===== src/rtl/aes_cipher_iter.sv =====
// Iterative AES forward cipher: one full round per clock on a single 128-bit state register,
// driven by a pre-expanded key schedule, with valid/ready handshakes on input and output.
module aes_cipher_iter #(
    parameter int Nk = 4,
    parameter int Nr = 10
) (
    input  logic                  clk,
    input  logic                  rst_n,
    input  logic                  in_valid,
    output logic                  in_ready,
    input  logic [127:0]          plaintext,
    input  logic [128*(Nr+1)-1:0] expanded_key,
    output logic                  out_valid,
    input  logic                  out_ready,
    output logic [127:0]          ciphertext
);

    localparam int         KEY_W      = 128 * (Nr + 1);
    localparam logic [3:0] LAST_ROUND = 4'(Nr);
    // A schedule whose size disagrees with the key length is refused outright.
    localparam logic       CFG_OK     = (Nr == Nk + 6);

    localparam logic [2047:0] SBOX = {
        128'h637c777bf26b6fc53001672bfed7ab76, 128'hca82c97dfa5947f0add4a2af9ca472c0,
        128'hb7fd9326363ff7cc34a5e5f171d83115, 128'h04c723c31896059a071280e2eb27b275,
        128'h09832c1a1b6e5aa0523bd6b329e32f84, 128'h53d100ed20fcb15b6acbbe394a4c58cf,
        128'hd0efaafb434d338545f9027f503c9fa8, 128'h51a3408f929d38f5bcb6da2110fff3d2,
        128'hcd0c13ec5f974417c4a77e3d645d1973, 128'h60814fdc222a908846eeb814de5e0bdb,
        128'he0323a0a4906245cc2d3ac629195e479, 128'he7c8376d8dd54ea96c56f4ea657aae08,
        128'hba78252e1ca6b4c6e8dd741f4bbd8b8a, 128'h703eb5664803f60e613557b986c11d9e,
        128'he1f8981169d98e949b1e87e9ce5528df, 128'h8ca1890dbfe6426841992d0fb054bb16
    };

    typedef enum logic [1:0] {
        IDLE = 2'd0,
        BUSY = 2'd1,
        DONE = 2'd2
    } state_t;

    state_t       state, state_next;
    logic [3:0]   round;
    logic [127:0] state_reg;
    logic [127:0] rk0, rk_cur, sr_out, round_out, final_out;
    logic         accept;

    function automatic logic [7:0] sbox(input logic [7:0] b);
        return SBOX[2047 - 8*int'(b) -: 8];
    endfunction

    function automatic logic [7:0] xtime(input logic [7:0] b);
        return {b[6:0], 1'b0} ^ (b[7] ? 8'h1b : 8'h00);
    endfunction

    function automatic logic [127:0] sub_bytes(input logic [127:0] s);
        logic [127:0] o;
        for (int i = 0; i < 16; i++) o[8*i +: 8] = sbox(s[8*i +: 8]);
        return o;
    endfunction

    // Byte (row r, column c) lives at index 4*c+r, counted from the MSB end.
    function automatic logic [127:0] shift_rows(input logic [127:0] s);
        logic [127:0] o;
        for (int c = 0; c < 4; c++)
            for (int r = 0; r < 4; r++)
                o[127 - 8*(4*c + r) -: 8] = s[127 - 8*(4*((c + r) % 4) + r) -: 8];
        return o;
    endfunction

    function automatic logic [127:0] mix_columns(input logic [127:0] s);
        logic [127:0] o;
        logic [7:0]   a0, a1, a2, a3;
        for (int c = 0; c < 4; c++) begin
            a0 = s[127 - 32*c -: 8];
            a1 = s[119 - 32*c -: 8];
            a2 = s[111 - 32*c -: 8];
            a3 = s[103 - 32*c -: 8];
            o[127 - 32*c -: 8] = xtime(a0) ^ xtime(a1) ^ a1 ^ a2 ^ a3;
            o[119 - 32*c -: 8] = a0 ^ xtime(a1) ^ xtime(a2) ^ a2 ^ a3;
            o[111 - 32*c -: 8] = a0 ^ a1 ^ xtime(a2) ^ xtime(a3) ^ a3;
            o[103 - 32*c -: 8] = xtime(a0) ^ a0 ^ a1 ^ a2 ^ xtime(a3);
        end
        return o;
    endfunction

    assign rk0       = expanded_key[KEY_W-1 -: 128];
    assign rk_cur    = expanded_key[KEY_W-1-128*int'(round) -: 128];
    assign sr_out    = shift_rows(sub_bytes(state_reg));
    assign round_out = mix_columns(sr_out) ^ rk_cur;
    assign final_out = sr_out ^ rk_cur;

    // Handshake: a transfer happens on a rising edge where valid and ready are both 1.
    // in_ready is 1 only in IDLE; out_valid is 1 only in DONE and holds until out_ready.
    assign accept = in_valid & in_ready;

    always_ff @(posedge clk or negedge rst_n) begin
        if (!rst_n) state <= IDLE;
        else        state <= state_next;
    end

    always_comb begin
        state_next = state;
        case (state)
            IDLE:    if (accept) state_next = BUSY;
            BUSY:    if (round == LAST_ROUND) state_next = DONE;
            DONE:    if (out_ready) state_next = IDLE;
            default: state_next = IDLE;
        endcase
    end

    always_comb begin
        in_ready  = (state == IDLE) & CFG_OK;
        out_valid = (state == DONE);
    end

    always_ff @(posedge clk or negedge rst_n) begin
        if (!rst_n) begin
            round      <= '0;
            state_reg  <= '0;
            ciphertext <= '0;
        end else begin
            case (state)
                IDLE: if (accept) begin
                    state_reg <= plaintext ^ rk0;
                    round     <= 4'd1;
                end
                BUSY: if (round == LAST_ROUND) begin
                    ciphertext <= final_out;
                end else begin
                    state_reg <= round_out;
                    round     <= round + 4'd1;
                end
                DONE: if (out_ready) round <= '0;
                default: ;
            endcase
        end
    end

endmodule


===== config.mk =====
export PLATFORM = sky130hd
export DESIGN_NAME = aes_cipher_iter
export DESIGN_NICKNAME = d
export VERILOG_FILES = /design/src/rtl/aes_cipher_iter.sv
export SDC_FILE = /design/constraint.sdc
export NUM_CORES = 2
export LEC_CHECK = 0
export ABC_AREA = 0
export CORE_AREA = 4 4 641 643
export CTS_CLUSTER_DIAMETER = 200
export DETAILED_ROUTE_END_ITERATION = 10
export DIE_AREA = 0 0 645 647
export MAX_ROUTING_LAYER = met4
export PLACE_DENSITY = 0.38
export SLEW_MARGIN = 10
export SYNTH_ARGS = -nofsm -noshare
export SYNTH_HDL_FRONTEND = slang
export SYNTH_SLANG_ARGS = --single-unit

===== constraint.sdc =====
create_clock -name clk -period 6.2 [get_ports clk]
set_clock_uncertainty 0.1 [all_clocks]
set_input_delay 0.62 -clock clk [delete_from_list [all_inputs] [get_ports clk]]
set_output_delay 0.62 -clock clk [all_outputs]
set_load 0.03 [all_outputs]

# After elaboration in Yosys (flattened, before gate mapping)
# Cells that the tools add are included.
[classes]
add_sub_neg = 18
n_eq_ne = 7
shifts = 17
mux = 27
n_bitwise = 84
reduce_logical = 7
[ops]
columns = ["op", "count"]
rows = [
  ["2055-bit by 12-bit variable part select with 8-bit output, first input constant", 16],
  ["1535-bit by 12-bit variable part select with 128-bit output", 1],
  ["8-bit bitwise XOR", 65],
  ["128-bit bitwise XOR", 3],
  ["128-bit two-way mux", 2],
  ["128-bit one-hot mux with 2 select lines", 1],
  ["11-bit by 11-bit subtractor with 12-bit output, first input constant", 17],
  ["8-bit by 5-bit bitwise XOR with 8-bit output", 15],
  ["5-bit two-way mux", 16],
  ["4-bit two-way mux", 3],
  ["4-bit one-hot mux with 3 select lines", 1],
  ["2-bit two-way mux", 3],
  ["2-bit one-hot mux with 3 select lines", 1],
  ["3-bit AND reduction", 2],
  ["4-bit by 1-bit adder with 4-bit output, second input constant", 1],
  ["4-bit == test, second input constant", 1],
  ["2-bit by 1-bit != test with 1-bit output, second input constant", 2],
  ["2-bit != test, second input constant", 2],
  ["4-bit AND reduction", 1],
  ["3-bit nonzero test", 1],
  ["2-bit by 1-bit == test with 1-bit output, second input constant", 1],
  ["2-bit == test, second input constant", 1],
  ["2-bit logical NOT", 1],
  ["2-bit AND reduction", 1],
  ["other kinds (2)", 2],
]
[totals]
register_bits = 262
in_bits = 1540
output_inout_bits = 130
elab_cells = 164

# Logic depth before layout (Yosys ltp)
[logic_depth]
ltp_word = 11
ltp_mapped = 21
ltp_nobuf = 14

# Worst setup path before layout
# No wires, ideal clock.
[synth_timing]
path_kind = "flip-flop to flip-flop"
startpoint = "register round[0]"
endpoint = "register state_reg[37]"
setup_time_ps = 134
arrival_ps = 4555
required_time_ps = 5966
slack_ps = 1411
path_stages_with_launch = 21
n_path_buf = 10
period_less_slack_ps = 4789
cell_sequence = "dfrtp_1 -> clkbuf_1 -> buf_2 -> buf_2 -> buf_2 -> buf_2 -> buf_2 -> inv_1 -> ha_1 -> buf_2 -> buf_2 -> buf_1 -> buf_1 -> mux4_2 -> nand2_1 -> a21oi_1 -> o21ai_0 -> xnor2_1 -> xor2_1 -> xnor2_1 -> o21ai_0"
[synth_between]
elab_chain_len = 5
word_cells_on_any_way = 8
cone_classes = "add/sub (1); eq/ne (2); shift (1); mux (2); bitwise (1); reduce/logical (1)"
[synth_lines]
columns = ["element", "line_no", "rtl"]
rows = [
  ["start: declaration", "41", "logic [3:0] round;"],
  ["start signal: assignment", "130", "round <= round + 4'd1;"],
  ["11-bit by 11-bit subtractor with 12-bit output", "86", "assign rk_cur = expanded_key[KEY_W-1-128*int'(round) -: 128];"],
  ["1535-bit by 12-bit variable part select with 128-bit output", "86", ""],
  ["128-bit bitwise XOR", "88", "assign round_out = mix_columns(sr_out) ^ rk_cur;"],
  ["128-bit two-way mux", "126", "BUSY: if (round == LAST_ROUND) begin"],
  ["128-bit one-hot mux with 2 select lines", "121", "case (state)"],
  ["end signal: assignment", "123", "state_reg <= plaintext ^ rk0;"],
  ["end signal: assignment", "129", "state_reg <= round_out;"],
  ["end: declaration", "42", "logic [127:0] state_reg;"],
]
# Parallel ways exist; a longest one is shown, timed or not. The select of a mux whose other input is x is not followed.
# A chain may end at the register's enable or synchronous reset.

# Final worst setup path
[layout_timing]
startpoint = "register state_reg[121]"
endpoint = "register state_reg[113]"
[layout_between]
elab_chain_len = 9
[layout_lines]
columns = ["element", "line_no", "rtl"]
rows = [
  ["11-bit by 11-bit subtractor with 12-bit output", "47", "return SBOX[2047 - 8*int'(b) -: 8];"],
  ["2055-bit by 12-bit variable part select with 8-bit output", "47", ""],
  ["8-bit bitwise XOR (4 in series)", "78", "o[119 - 32*c -: 8] = a0 ^ xtime(a1) ^ xtime(a2) ^ a2 ^ a3;"],
  ["128-bit bitwise XOR", "88", ""],
  ["128-bit two-way mux", "126", ""],
  ["128-bit one-hot mux with 2 select lines", "121", ""],
]
# Every way passes these cells. The select of a mux whose other input is x is not followed.

==> out/metrics.cfg <==
[setup_path]
end_kind=register
cp_data_required_time_ps=6680
endpoint=state_reg[113]
path_class=reg2reg
crit_arrival_ps=5850
critPathMaxStageDelay_ps=820
worstRegToRegCells=12
crit_path_max_fanout=21
crit_start=state_reg[121]
r2r_slack_ps=830
worstReg2RegEnd=state_reg[113]
cpMaxStageDelayCell=dfrtp_1
startpoint_type=register
path_cells=buf_4, ha_1, nand2_1, mux4_2, mux4_2, a21oi_1, buf_4, xor2_1, xnor2_1, xnor2_1, buf_4, o21ai_1
regToRegStartpoint=state_reg[121]
crit_top_cell=buf_4

[die]
pin_count=1670
die-height_um=647
die-area_um2=417000
die_x_um=645
std_cell_rows=234
core_area_um2=405000
initial_core_util=0.208

[timing]
relSlewSlack=-0.00108
setup_tns_ps=0
fin_crit_sh=0.866
worst_pin_slew_ps=1490
fmax_mhz=186
final_max_slew_viol_count=1
layout_min_cycle_time_ps=5370
rsz0062_at_grt=no
finalHoldViolations=0
setup_viol=0

[finish]
final_cell_mix=clkdlybuf4s50_1, o21ai_0, nand2_1
finish.utilization=0.269
syn2layout_area_growth_pct=29.3
multi_input_area_um2=70600
seqCellArea_um2=6670
final_nets=14500
largest_reg_flops=130
nFillCells=45200
final_common_cell=clkdlybuf4s50_1
drive_gt1_frac=0.120

[clock_tree]
cts_tree=yes
clock_latency_ps=750
numCtsBuffers=45
ctsResizeCount=0
clock_path_buffers=3
clockRootBuffer=clkbuf_16
clkTransAtPathRegs_ps=80
cts_sinks=262
htreeDepth=2

[global_route]
grt_max_degree=141
antenna_found_initial=274
gr-usage-all-layers=0.364
grt_pass1_vias=103000
grt_pass1_wl_mm=1020
grt-ovfl-total=0

[logic_synthesis]
synth_edf_count=0
ys_types=131
ys_async_sr_fraction=1.00
synth_nets=13600
ys_seq_area_frac=0.0779
avgSynthCellArea_um2=7.14
ys_ff_latch=262
yosysWarnings=0
synth_ff_type=dfrtp_1
syn_inst=11800
synth_area_um2=84200

[placed_design]
dp_hpwl_mm=639
numPortBuffers=1669
place.gp.congestion=1.08

[drt]
finalWirelength_mm=781
dr.pass1.iters=9
vias=110000
drcViolationCount=0
ant_nets=0
vias_per_cell=5.97
routedWlPerCell_um=42.2
drt_iter0_markers=17500

[min_path]
min_path_type=in2async

[job]
max-cap-violations=1

[outcome]
outcome=finished with violations
failed_checks=max-capacitance violations, max-slew violations

==> how the worst min path moves through the flow <==
stage | from | to | slack [ps] | cells after the start
finish | rst_n | ciphertext[48] | 380 | 2
global route | ciphertext[15] | ciphertext[15] | 410 | 2
CTS | rst_n | ciphertext[48] | 370 | 2
detailed placement | ciphertext[51] | ciphertext[51] | 370 | 2
global placement | ciphertext[12] | ciphertext[12] | 360 | 2
floorplan | rst_n | ciphertext[0] | 220 | 0
==> through the flow <==
step	hold slack [ps]	worst slack (ps)	cell area [um2]	instances
floorplan	224	1410	84200	11800
global placement	363	994	106000	18100
detailed placement	370	1070	106000	18100
CTS	375	1030	108000	18200
global route	409	774	109000	18500
finish	378	832	109000	18500
==> cell usage after synthesis, types with 38 or more instances <==
cell | number | area (um2)
o21ai_0 | 1274 | 6380
nand2_1 | 1088 | 4080
a21oi_1 | 1081 | 5410
nor2_1 | 785 | 2950
clkbuf_1 | 646 | 2420
xnor2_1 | 595 | 5210
nor3_1 | 518 | 2590
buf_2 | 477 | 2390
mux4_2 | 469 | 10600
nand3_1 | 335 | 1680
nand2b_1 | 309 | 1930
nor2b_1 | 275 | 1720
dfrtp_1 | 262 | 6560
ha_1 | 237 | 2970
mux2i_1 | 215 | 2150
xor2_1 | 206 | 1800
a211oi_1 | 198 | 1490
a31oi_1 | 194 | 1210
o211ai_1 | 179 | 1340
o311ai_0 | 165 | 1450
a311oi_1 | 155 | 1360
inv_1 | 137 | 514
o31ai_1 | 114 | 856
buf_1 | 108 | 405
buf_4 | 107 | 803
and2_1 | 92 | 576
or2_2 | 91 | 569
o22ai_1 | 73 | 457
and3_1 | 64 | 400
a221oi_1 | 62 | 543
a211o_1 | 61 | 534
or3_1 | 58 | 363
o221ai_1 | 57 | 499
o21ai_1 | 52 | 260
buf_6 | 51 | 574
a21o_1 | 50 | 375
o2111ai_1 | 47 | 412
o21a_1 | 46 | 345
o311a_1 | 42 | 420
a21boi_0 | 40 | 300
nor3b_1 | 38 | 285
==> worst max-delay path: cells and delay by family, from the launching register on <==
kind / cells / cell delay (ps)
multiplexers: 2 / 1110
flip-flops: 1 / 820
XOR/XNOR: 3 / 990
buffers and inverters: 3 / 890
adder cells (fa/ha/maj): 1 / 620
AND/OR/NAND/NOR: 1 / 340
AO/OA/AOI/OAI: 2 / 310
==> timing repair <==
item                                    CTS  global route
endpoints found under the setup margin    0             0
hold buffers                              1             0
setup buffers                             0             0
hold endpoints to repair                 63             0
==> per-layer routing <==
layer / GRT usage / share of wire / vias to the layer above
met1: 0.439 / 0.39 / 55400
li1: - / - / 46400
met5: - / 0 / -
met3: 0.0922 / 0.094 / 1271
met4: 0.234 / 0.080 / 0
met2: 0.540 / 0.43 / 7283
==> kinds of logic (layout without fill, tap and decap cells) <==
group	Yosys count	in the layout	share of synthesized area
buffers and inverters	1565	2538	0.0862
adder cells (fa/ha/maj)	238	238	0.0353
flip-flops	262	262	0.0779
AND/OR/NAND/NOR	3835	3835	0.220
XOR/XNOR	838	838	0.0918
AO/OA/AOI/OAI	4328	4328	0.332
other	0	301	0
multiplexers	724	724	0.157
==> area by class of cell <==
type                       count  share of cell area
multi-input combinational   9963               0.649
timing repair buffer        2282               0.200
tap                         5428              0.0624
sequential                   262              0.0613
clock buffer                  59              0.0111
antenna                      301             0.00692
inverter                     173             0.00597
clock inverter                24             0.00314
Power is left out: the tool's default activity adds up to more than one toggle a clock period on the data nets, which glitch-free logic cannot reach.
